`config.mk`:
```
export PLATFORM = sky130hd
export DESIGN_NAME = controller_hub_m_flat
export DESIGN_NICKNAME = d
export VERILOG_FILES = /design/src/rtl/controller_hub_if.sv /design/src/rtl/controller_hub_m.sv /design/src/flat_wrapper.sv
export SDC_FILE = /design/constraint.sdc
export NUM_CORES = 1
export LEC_CHECK = 0
export CAP_MARGIN = 20
export CORE_MARGIN = 2
export CORE_UTILIZATION = 34
export DETAILED_ROUTE_END_ITERATION = 6
export HOLD_SLACK_MARGIN = 0.05
export PLACE_DENSITY = 0.64
export SYNTH_ARGS = -nofsm -noshare
export SYNTH_HDL_FRONTEND = slang
export SYNTH_SLANG_ARGS = --single-unit
```
`constraint.sdc`:
```
create_clock -name clk -period 4.52 [get_ports clk]
set_input_delay 0.904 -clock clk [delete_from_list [all_inputs] [get_ports clk]]
set_output_delay 0.904 -clock clk [all_outputs]
set_load 0.1 [all_outputs]
```
`src/rtl/controller_hub_if.sv`:
```
// Pad-bus and handshake bundle for controller_hub_m.
// The master side drives tick, requests, pad data and clears; the slave side is the poller.
interface controller_hub_if #(
    parameter int unsigned NUM_CONTROLLERS = 2,
    parameter int unsigned BUTTONS         = 8
);
    localparam int unsigned NB = NUM_CONTROLLERS * BUTTONS;

    logic                       clk_in_enable;
    logic                       poll_start;
    logic                       controller_latch;
    logic                       controller_clk_out_enable;
    logic [NUM_CONTROLLERS-1:0] data_in_B;
    logic [NB-1:0]              buttons_out;
    logic [NB-1:0]              pressed_out;
    logic [NUM_CONTROLLERS-1:0] clear;
    logic                       busy;
    logic                       poll_done;

    modport master (
        output clk_in_enable, poll_start, data_in_B, clear,
        input  controller_latch, controller_clk_out_enable, buttons_out, pressed_out, busy, poll_done
    );

    modport slave (
        input  clk_in_enable, poll_start, data_in_B, clear,
        output controller_latch, controller_clk_out_enable, buttons_out, pressed_out, busy, poll_done
    );
endinterface

```
`src/rtl/controller_hub_m.sv`:
```
// Serial game-controller poller: latches all pads, shifts BUTTONS bits per pad MSB first,
// and publishes a per-frame snapshot plus sticky "pressed since clear" flags.
module controller_hub_m #(
    parameter int unsigned NUM_CONTROLLERS = 2,
    parameter int unsigned BUTTONS         = 8
) (
    input  logic            clk,
    input  logic            rst,
    controller_hub_if.slave hub
);
    localparam int unsigned   NB       = NUM_CONTROLLERS * BUTTONS;
    localparam int unsigned   CW       = $clog2(BUTTONS);
    localparam logic [CW-1:0] LAST_BIT = CW'(BUTTONS - 1);

    typedef enum logic [1:0] {S_IDLE, S_LATCH, S_SHIFT, S_DONE} state_t;

    state_t        r_state;
    state_t        w_state_next;
    logic          r_pending;
    logic [CW-1:0] r_count;
    logic          r_latch;
    logic          r_busy;
    logic          r_poll_done;
    logic [NB-1:0] r_buttons;
    logic [NB-1:0] r_pressed;
    logic [NB-1:0] w_shift;
    logic [NB-1:0] w_clear_mask;
    logic [NB-1:0] w_set_mask;
    logic          w_tick;
    logic          w_start;
    logic          w_sample;
    logic          w_last;
    logic          w_leave_done;

    assign w_tick       = hub.clk_in_enable;
    assign w_start      = (r_state == S_IDLE) && w_tick && r_pending;
    assign w_sample     = (r_state == S_SHIFT) && w_tick;
    assign w_last       = (r_count == LAST_BIT);
    assign w_leave_done = (r_state == S_DONE);

    always_ff @(posedge clk or posedge rst) begin
        if (rst) r_state <= S_IDLE;
        else     r_state <= w_state_next;
    end

    always_comb begin
        w_state_next = r_state;
        unique case (r_state)
            S_IDLE:  if (w_start)             w_state_next = S_LATCH;
            S_LATCH: if (w_tick)              w_state_next = S_SHIFT;
            S_SHIFT: if (w_sample && w_last)  w_state_next = S_DONE;
            S_DONE:                           w_state_next = S_IDLE;
            default:                          w_state_next = S_IDLE;
        endcase
    end

    // Shift strobe follows the sample so a pad only advances after its bit was captured.
    always_comb begin
        hub.controller_clk_out_enable = 1'b0;
        w_set_mask                    = '0;
        if (w_sample && !w_last) hub.controller_clk_out_enable = 1'b1;
        if (w_leave_done)        w_set_mask = w_shift & ~r_buttons;
    end

    // A request arriving on the consuming edge re-arms, so at most one extra poll follows.
    always_ff @(posedge clk or posedge rst) begin
        if (rst)                  r_pending <= 1'b0;
        else if (hub.poll_start)  r_pending <= 1'b1;
        else if (w_start)         r_pending <= 1'b0;
    end

    always_ff @(posedge clk or posedge rst) begin
        if (rst)                              r_count <= '0;
        else if (r_state == S_LATCH && w_tick) r_count <= '0;
        else if (w_sample && !w_last)          r_count <= r_count + CW'(1);
    end

    for (genvar g = 0; g < NUM_CONTROLLERS; g++) begin : g_pad
        logic [BUTTONS-1:0] r_pad_shift;

        always_ff @(posedge clk or posedge rst) begin
            if (rst)           r_pad_shift <= '0;
            else if (w_sample) r_pad_shift <= {r_pad_shift[BUTTONS-2:0], ~hub.data_in_B[g]};
        end

        assign w_shift[g*BUTTONS +: BUTTONS]      = r_pad_shift;
        assign w_clear_mask[g*BUTTONS +: BUTTONS] = {BUTTONS{hub.clear[g]}};
    end

    // Set-after-clear ordering keeps a press that lands on a clear edge.
    always_ff @(posedge clk or posedge rst) begin
        if (rst) begin
            r_latch     <= 1'b0;
            r_busy      <= 1'b0;
            r_poll_done <= 1'b0;
            r_buttons   <= '0;
            r_pressed   <= '0;
        end else begin
            r_latch     <= (w_state_next == S_LATCH);
            r_busy      <= (w_state_next != S_IDLE);
            r_poll_done <= w_leave_done;
            if (w_leave_done) r_buttons <= w_shift;
            r_pressed   <= (r_pressed & ~w_clear_mask) | w_set_mask;
        end
    end

    assign hub.controller_latch = r_latch;
    assign hub.busy             = r_busy;
    assign hub.poll_done        = r_poll_done;
    assign hub.buttons_out      = r_buttons;
    assign hub.pressed_out      = r_pressed;
endmodule

```
`src/flat_wrapper.sv`:
```
// flat-port wrapper written by rule: the top's interface ports become plain ports
module controller_hub_m_flat 
#(
    parameter int unsigned NUM_CONTROLLERS = 2,
    parameter int unsigned BUTTONS         = 8
)
  (clk, rst, hub_clk_in_enable, hub_poll_start, hub_data_in_B, hub_clear, hub_controller_latch, hub_controller_clk_out_enable, hub_buttons_out, hub_pressed_out, hub_busy, hub_poll_done);
  controller_hub_if #(.NUM_CONTROLLERS(NUM_CONTROLLERS), .BUTTONS(BUTTONS)) hub_i ();
  input  logic clk;
  input  logic rst;
  input wire logic [$bits(hub_i.clk_in_enable)-1:0] hub_clk_in_enable;
  input wire logic [$bits(hub_i.poll_start)-1:0] hub_poll_start;
  input wire logic [$bits(hub_i.data_in_B)-1:0] hub_data_in_B;
  input wire logic [$bits(hub_i.clear)-1:0] hub_clear;
  output wire logic [$bits(hub_i.controller_latch)-1:0] hub_controller_latch;
  output wire logic [$bits(hub_i.controller_clk_out_enable)-1:0] hub_controller_clk_out_enable;
  output wire logic [$bits(hub_i.buttons_out)-1:0] hub_buttons_out;
  output wire logic [$bits(hub_i.pressed_out)-1:0] hub_pressed_out;
  output wire logic [$bits(hub_i.busy)-1:0] hub_busy;
  output wire logic [$bits(hub_i.poll_done)-1:0] hub_poll_done;
  assign hub_i.clk_in_enable = hub_clk_in_enable;
  assign hub_i.poll_start = hub_poll_start;
  assign hub_i.data_in_B = hub_data_in_B;
  assign hub_i.clear = hub_clear;
  assign hub_controller_latch = hub_i.controller_latch;
  assign hub_controller_clk_out_enable = hub_i.controller_clk_out_enable;
  assign hub_buttons_out = hub_i.buttons_out;
  assign hub_pressed_out = hub_i.pressed_out;
  assign hub_busy = hub_i.busy;
  assign hub_poll_done = hub_i.poll_done;
  controller_hub_m #(.NUM_CONTROLLERS(NUM_CONTROLLERS), .BUTTONS(BUTTONS)) u_core (.clk(clk), .rst(rst), .hub(hub_i));
endmodule
```
==> reports/summary.log <==
INFO  layout         fillCellCount=594
INFO  synthesis      synth_area_leaders=dfrtp_1, o21ai_1, inv_1, nand2_1, o32ai_2
INFO  worst_setup_path r2r-start=u_core.r_state[0]$_DFF_PP0_
INFO  timing         setup_violations=0
INFO  timing         finalMaxSlewViolations=0
INFO  synthesis      synth_async_sr_flop_share=100.0%
INFO  global_routing grt_antenna_before_repair=0
INFO  timing         worst_slew_margin_relative_to_its_limit=34.34%
INFO  clock_tree     htreeDepth=3
INFO  die            core.rowCount=29
INFO  timing         final_hold_viol_count=0
INFO  die            die_area=0.007361mm2
INFO  worst_setup_path cp-endpoint=hub_controller_clk_out_enable
INFO  place          placement.io_buffers=43
INFO  place          globalplace.congestion=0.6845
INFO  timing         layout_min_cycle_time=3.019ns
INFO  die            core_box_area=0.006422mm2
INFO  timing         finClkSkew=0.008433ns
INFO  job            max_cap_viols=0
INFO  global_routing grt_remaining_overflow=0
INFO  global_routing grt_first_pass_wirelength=7.120mm
INFO  synthesis      synth_xor_xnor_area_share=0%
INFO  synthesis      simple_gate_fraction_of_synth_area=8.031%
INFO  worst_setup_path critPathRequiredTime=3.62ns
INFO  worst_setup_path rr_worst_depth=2
INFO  die            boundaryPins=44
INFO  clock_tree     holdBufCountCts=0
INFO  global_routing grt_start_max_net_pins=50
INFO  worst_setup_path timing.critical_path.slowest_stage_cell=clkdlybuf4s50_1
INFO  drt            total_vias_in_the_final_route=1568
INFO  layout         diodes=0
INFO  synthesis      syn_area_per_cell=10.88um2
INFO  synthesis      dominant_combinational_cell_family_by_area_after_synthesis=compound AO/OA/AOI/OAI gates
INFO  drt            drt.antenna.violating_nets=0
INFO  drt            routed_via_density=4.681
INFO  place          hpwlAfterDp=2.739mm
INFO  synthesis      synth-edff-count=0
INFO  drt            post-route-drc-count=0
INFO  synthesis      post_synth_inst_count=209
INFO  worst_setup_path timing.critical_path.from=hub_clk_in_enable
INFO  timing         totalNegativeSetupSlack=0ns
INFO  global_routing grt.total_usage=12.66%
INFO  clock_tree     clock_insertion_delay_worst_skew=0.32ns
INFO  worst_setup_path worst-endpoint-arrival=2.12ns
INFO  clock_tree     clk_transition_reported_paths=0.06ns
INFO  synthesis      synthesis.yosys.warnings=0
INFO  worst_setup_path criticalPathCategory=in2out
INFO  clock_tree     clk_root_buffer_cell=clkbuf_8
INFO  clock_tree     tritoncts_clock_tree=built
INFO  synthesis      synth_compound_area_share=19.09%
INFO  synthesis      synth_area=0.002275mm2
INFO  clock_tree     postCtsResizedCells=0
INFO  layout         multi_input_comb_area=658.1um2
INFO  clock_tree     clock_tree.buffer_depth=2
INFO  timing         max_freq=331.2MHz
INFO  layout         final_layout_size_suffix_gt1_share=10.85%
INFO  synthesis      ys.flop_type=dfrtp_1
INFO  synthesis      fraction_of_the_mapped_netlist_area_in_adder_cells=1.100%
INFO  status         status=finished clean
INFO  synthesis      post_synth_mux_area_share=0.4400%
INFO  synthesis      seq_area_frac_synth=62.71%
INFO  clock_tree     cts_made_buffers=9
INFO  worst_setup_path register_to_register_path_setup_slack=2.77ns
INFO  layout         syn2layout_area_growth=30.42%
INFO  layout         regArea=0.001426mm2
INFO  synthesis      postSynthRegisterBits=57
INFO  drt            dr.pass1.iters=6
INFO  min_path       holdCritPathClass=reg2reg
INFO  die            floorplan.initialDensity=35.42%
INFO  drt            first_iter_violations=89
INFO  clock_tree     post_cts_setup_repair_bufs=0
INFO  global_routing grt_pass1_vias=1493
INFO  timing         max_slew.worst_pin.slew=0.9818ns
INFO  synthesis      synth_fp_nets=219
INFO  synthesis      share_of_the_synthesized_area_in_the_top_cell_type=62.71%
INFO  worst_setup_path crit_path_max_incr_delay=0.64ns
INFO  synthesis      synth_top_area_cell=dfrtp_1
INFO  clock_tree     cts.sinks=57
INFO  worst_setup_path worstSetupStartpointType=input pin
INFO  timing         grt_setup_unrepaired=no
INFO  worst_setup_path regToRegEndpoint=u_core.hub.pressed_out[3]$_DFF_PP0_
INFO  worst_setup_path crit_fanout=10
INFO  die            die_w=85.80um
INFO  die            chipHeight=85.80um
INFO  worst_setup_path crit_chain=clkdlybuf4s50_1, nor4b_2, buf_4
INFO  drt            route.detailed.wl_per_inst=12.34um
INFO  timing         period_share=66.80%
INFO  worst_setup_path critical_path_end_type=primary output
INFO  drt            overall_routed_net_length=4.134mm
INFO  layout         nets=263
INFO  synthesis      yosysUniqueCellTypes=26
cell families after synthesis:
kind of cell | after synthesis
AOI/OAI and AO/OA | 59
and+or+nand+nor | 42
buffers and inverters | 48
DFF | 57
muxes | 1
adders and majority gates | 2
cell type report:
type / count / area share (%)
well taps: 77 / 3.248
inverters: 36 / 4.555
flip-flops and latches: 57 / 48.08
clock buffers: 14 / 5.820
clock inverters: 2 / 1.181
repair buffers: 45 / 14.93
multi-input cells: 104 / 22.18
layout by cell type (no fill, tap or decap):
cell | Yosys | final
a211oi_1 | 1 | 1
a21o_1 | 1 | 1
a21oi_1 | 1 | 1
a22oi_1 | 2 | 2
a41o_1 | 1 | 1
and3b_1 | 1 | 1
buf_4 | 0 | 3
bufinv_16 | 0 | 1
clkbuf_1 | 4 | 2
clkbuf_8 | 0 | 12
clkdlybuf4s50_1 | 0 | 42
clkinv_2 | 0 | 1
dfrtp_1 | 57 | 57
ha_1 | 2 | 2
inv_1 | 35 | 34
inv_2 | 1 | 2
mux2i_1 | 1 | 1
nand2_1 | 33 | 33
nand2_2 | 1 | 1
nand2b_1 | 1 | 1
nand3_1 | 2 | 2
nand3b_1 | 2 | 2
nor2_1 | 1 | 1
nor4b_2 | 0 | 1
o21ai_0 | 6 | 6
o21ai_1 | 28 | 28
o2bb2ai_1 | 3 | 3
o32ai_1 | 9 | 9
o32ai_2 | 7 | 7
Yosys cell counts (all sizes together) (2+ instances only):
cell / number
nand2: 34
nand3b: 2
clkbuf: 4
buf: 8
o32ai: 16
a22oi: 2
inv: 36
ha: 2
nand3: 2
dfrtp: 57
o21ai: 34
o2bb2ai: 3
through the flow:
step	hold WS [ns]	setup WS (ns)	instance area [um2]	std cells	utilization [%]
final	0.4830	1.501	2967	335	46.19
after global routing	0.5155	1.453	2967	335	46.19
after CTS	0.4896	1.510	2967	335	46.19
after detailed placement	0.4756	1.518	2759	319	42.96
after global placement	0.4672	1.522	2759	319	42.96
after floorplan	0.4556	0.8586	2281	209	-
routing by layer:
layer	vias up	track usage, %	part of all wire, %
met4	0	5.195	1.7
li1	792	-	-
met3	8	4.620	4.8
met5	-	0	0
met1	735	17.70	51
met2	33	17.83	43
worst min-delay path by stage:
stage / end / cells past startpoint / start / slack [ns]
6_report: u_core.g_pad[0].r_pad_shift[5]$_DFFE_PP0P_ / 2 / u_core.g_pad[0].r_pad_shift[5]$_DFFE_PP0P_ / 0.48
5_1_grt: u_core.g_pad[0].r_pad_shift[1]$_DFFE_PP0P_ / 2 / u_core.g_pad[0].r_pad_shift[1]$_DFFE_PP0P_ / 0.52
4_1_cts: u_core.g_pad[0].r_pad_shift[2]$_DFFE_PP0P_ / 2 / u_core.g_pad[0].r_pad_shift[2]$_DFFE_PP0P_ / 0.49
3_5_place_dp: u_core.g_pad[0].r_pad_shift[2]$_DFFE_PP0P_ / 2 / u_core.g_pad[0].r_pad_shift[2]$_DFFE_PP0P_ / 0.48
2_1_floorplan: u_core.g_pad[0].r_pad_shift[0]$_DFFE_PP0P_ / 2 / u_core.g_pad[0].r_pad_shift[0]$_DFFE_PP0P_ / 0.46
3_3_place_gp: u_core.g_pad[1].r_pad_shift[7]$_DFFE_PP0P_ / 2 / u_core.g_pad[1].r_pad_shift[7]$_DFFE_PP0P_ / 0.47
state kept, by name, indices dropped and copies added (netlist names):
| signal | cells |
|---|---|
| u_core.g_pad.r_pad_shift | 16 |
| u_core.r_state | 2 |
| u_core.hub.busy | 1 |
| u_core.hub.buttons_out | 16 |
| u_core.hub.controller_latch | 1 |
| u_core.r_pending | 1 |
| u_core.r_count | 3 |
| u_core.hub.poll_done | 1 |
| u_core.hub.pressed_out | 16 |
worst max-delay path, delay by kind of cell:
| family | cells | cell delay, ns |
|---|---|---|
| and+or+nand+nor | 1 | 0.25 |
| buffers and inverters | 2 | 0.97 |
Power is not shown: default switching activity piles up to over one toggle a cycle in this logic, so the estimate is an artifact.
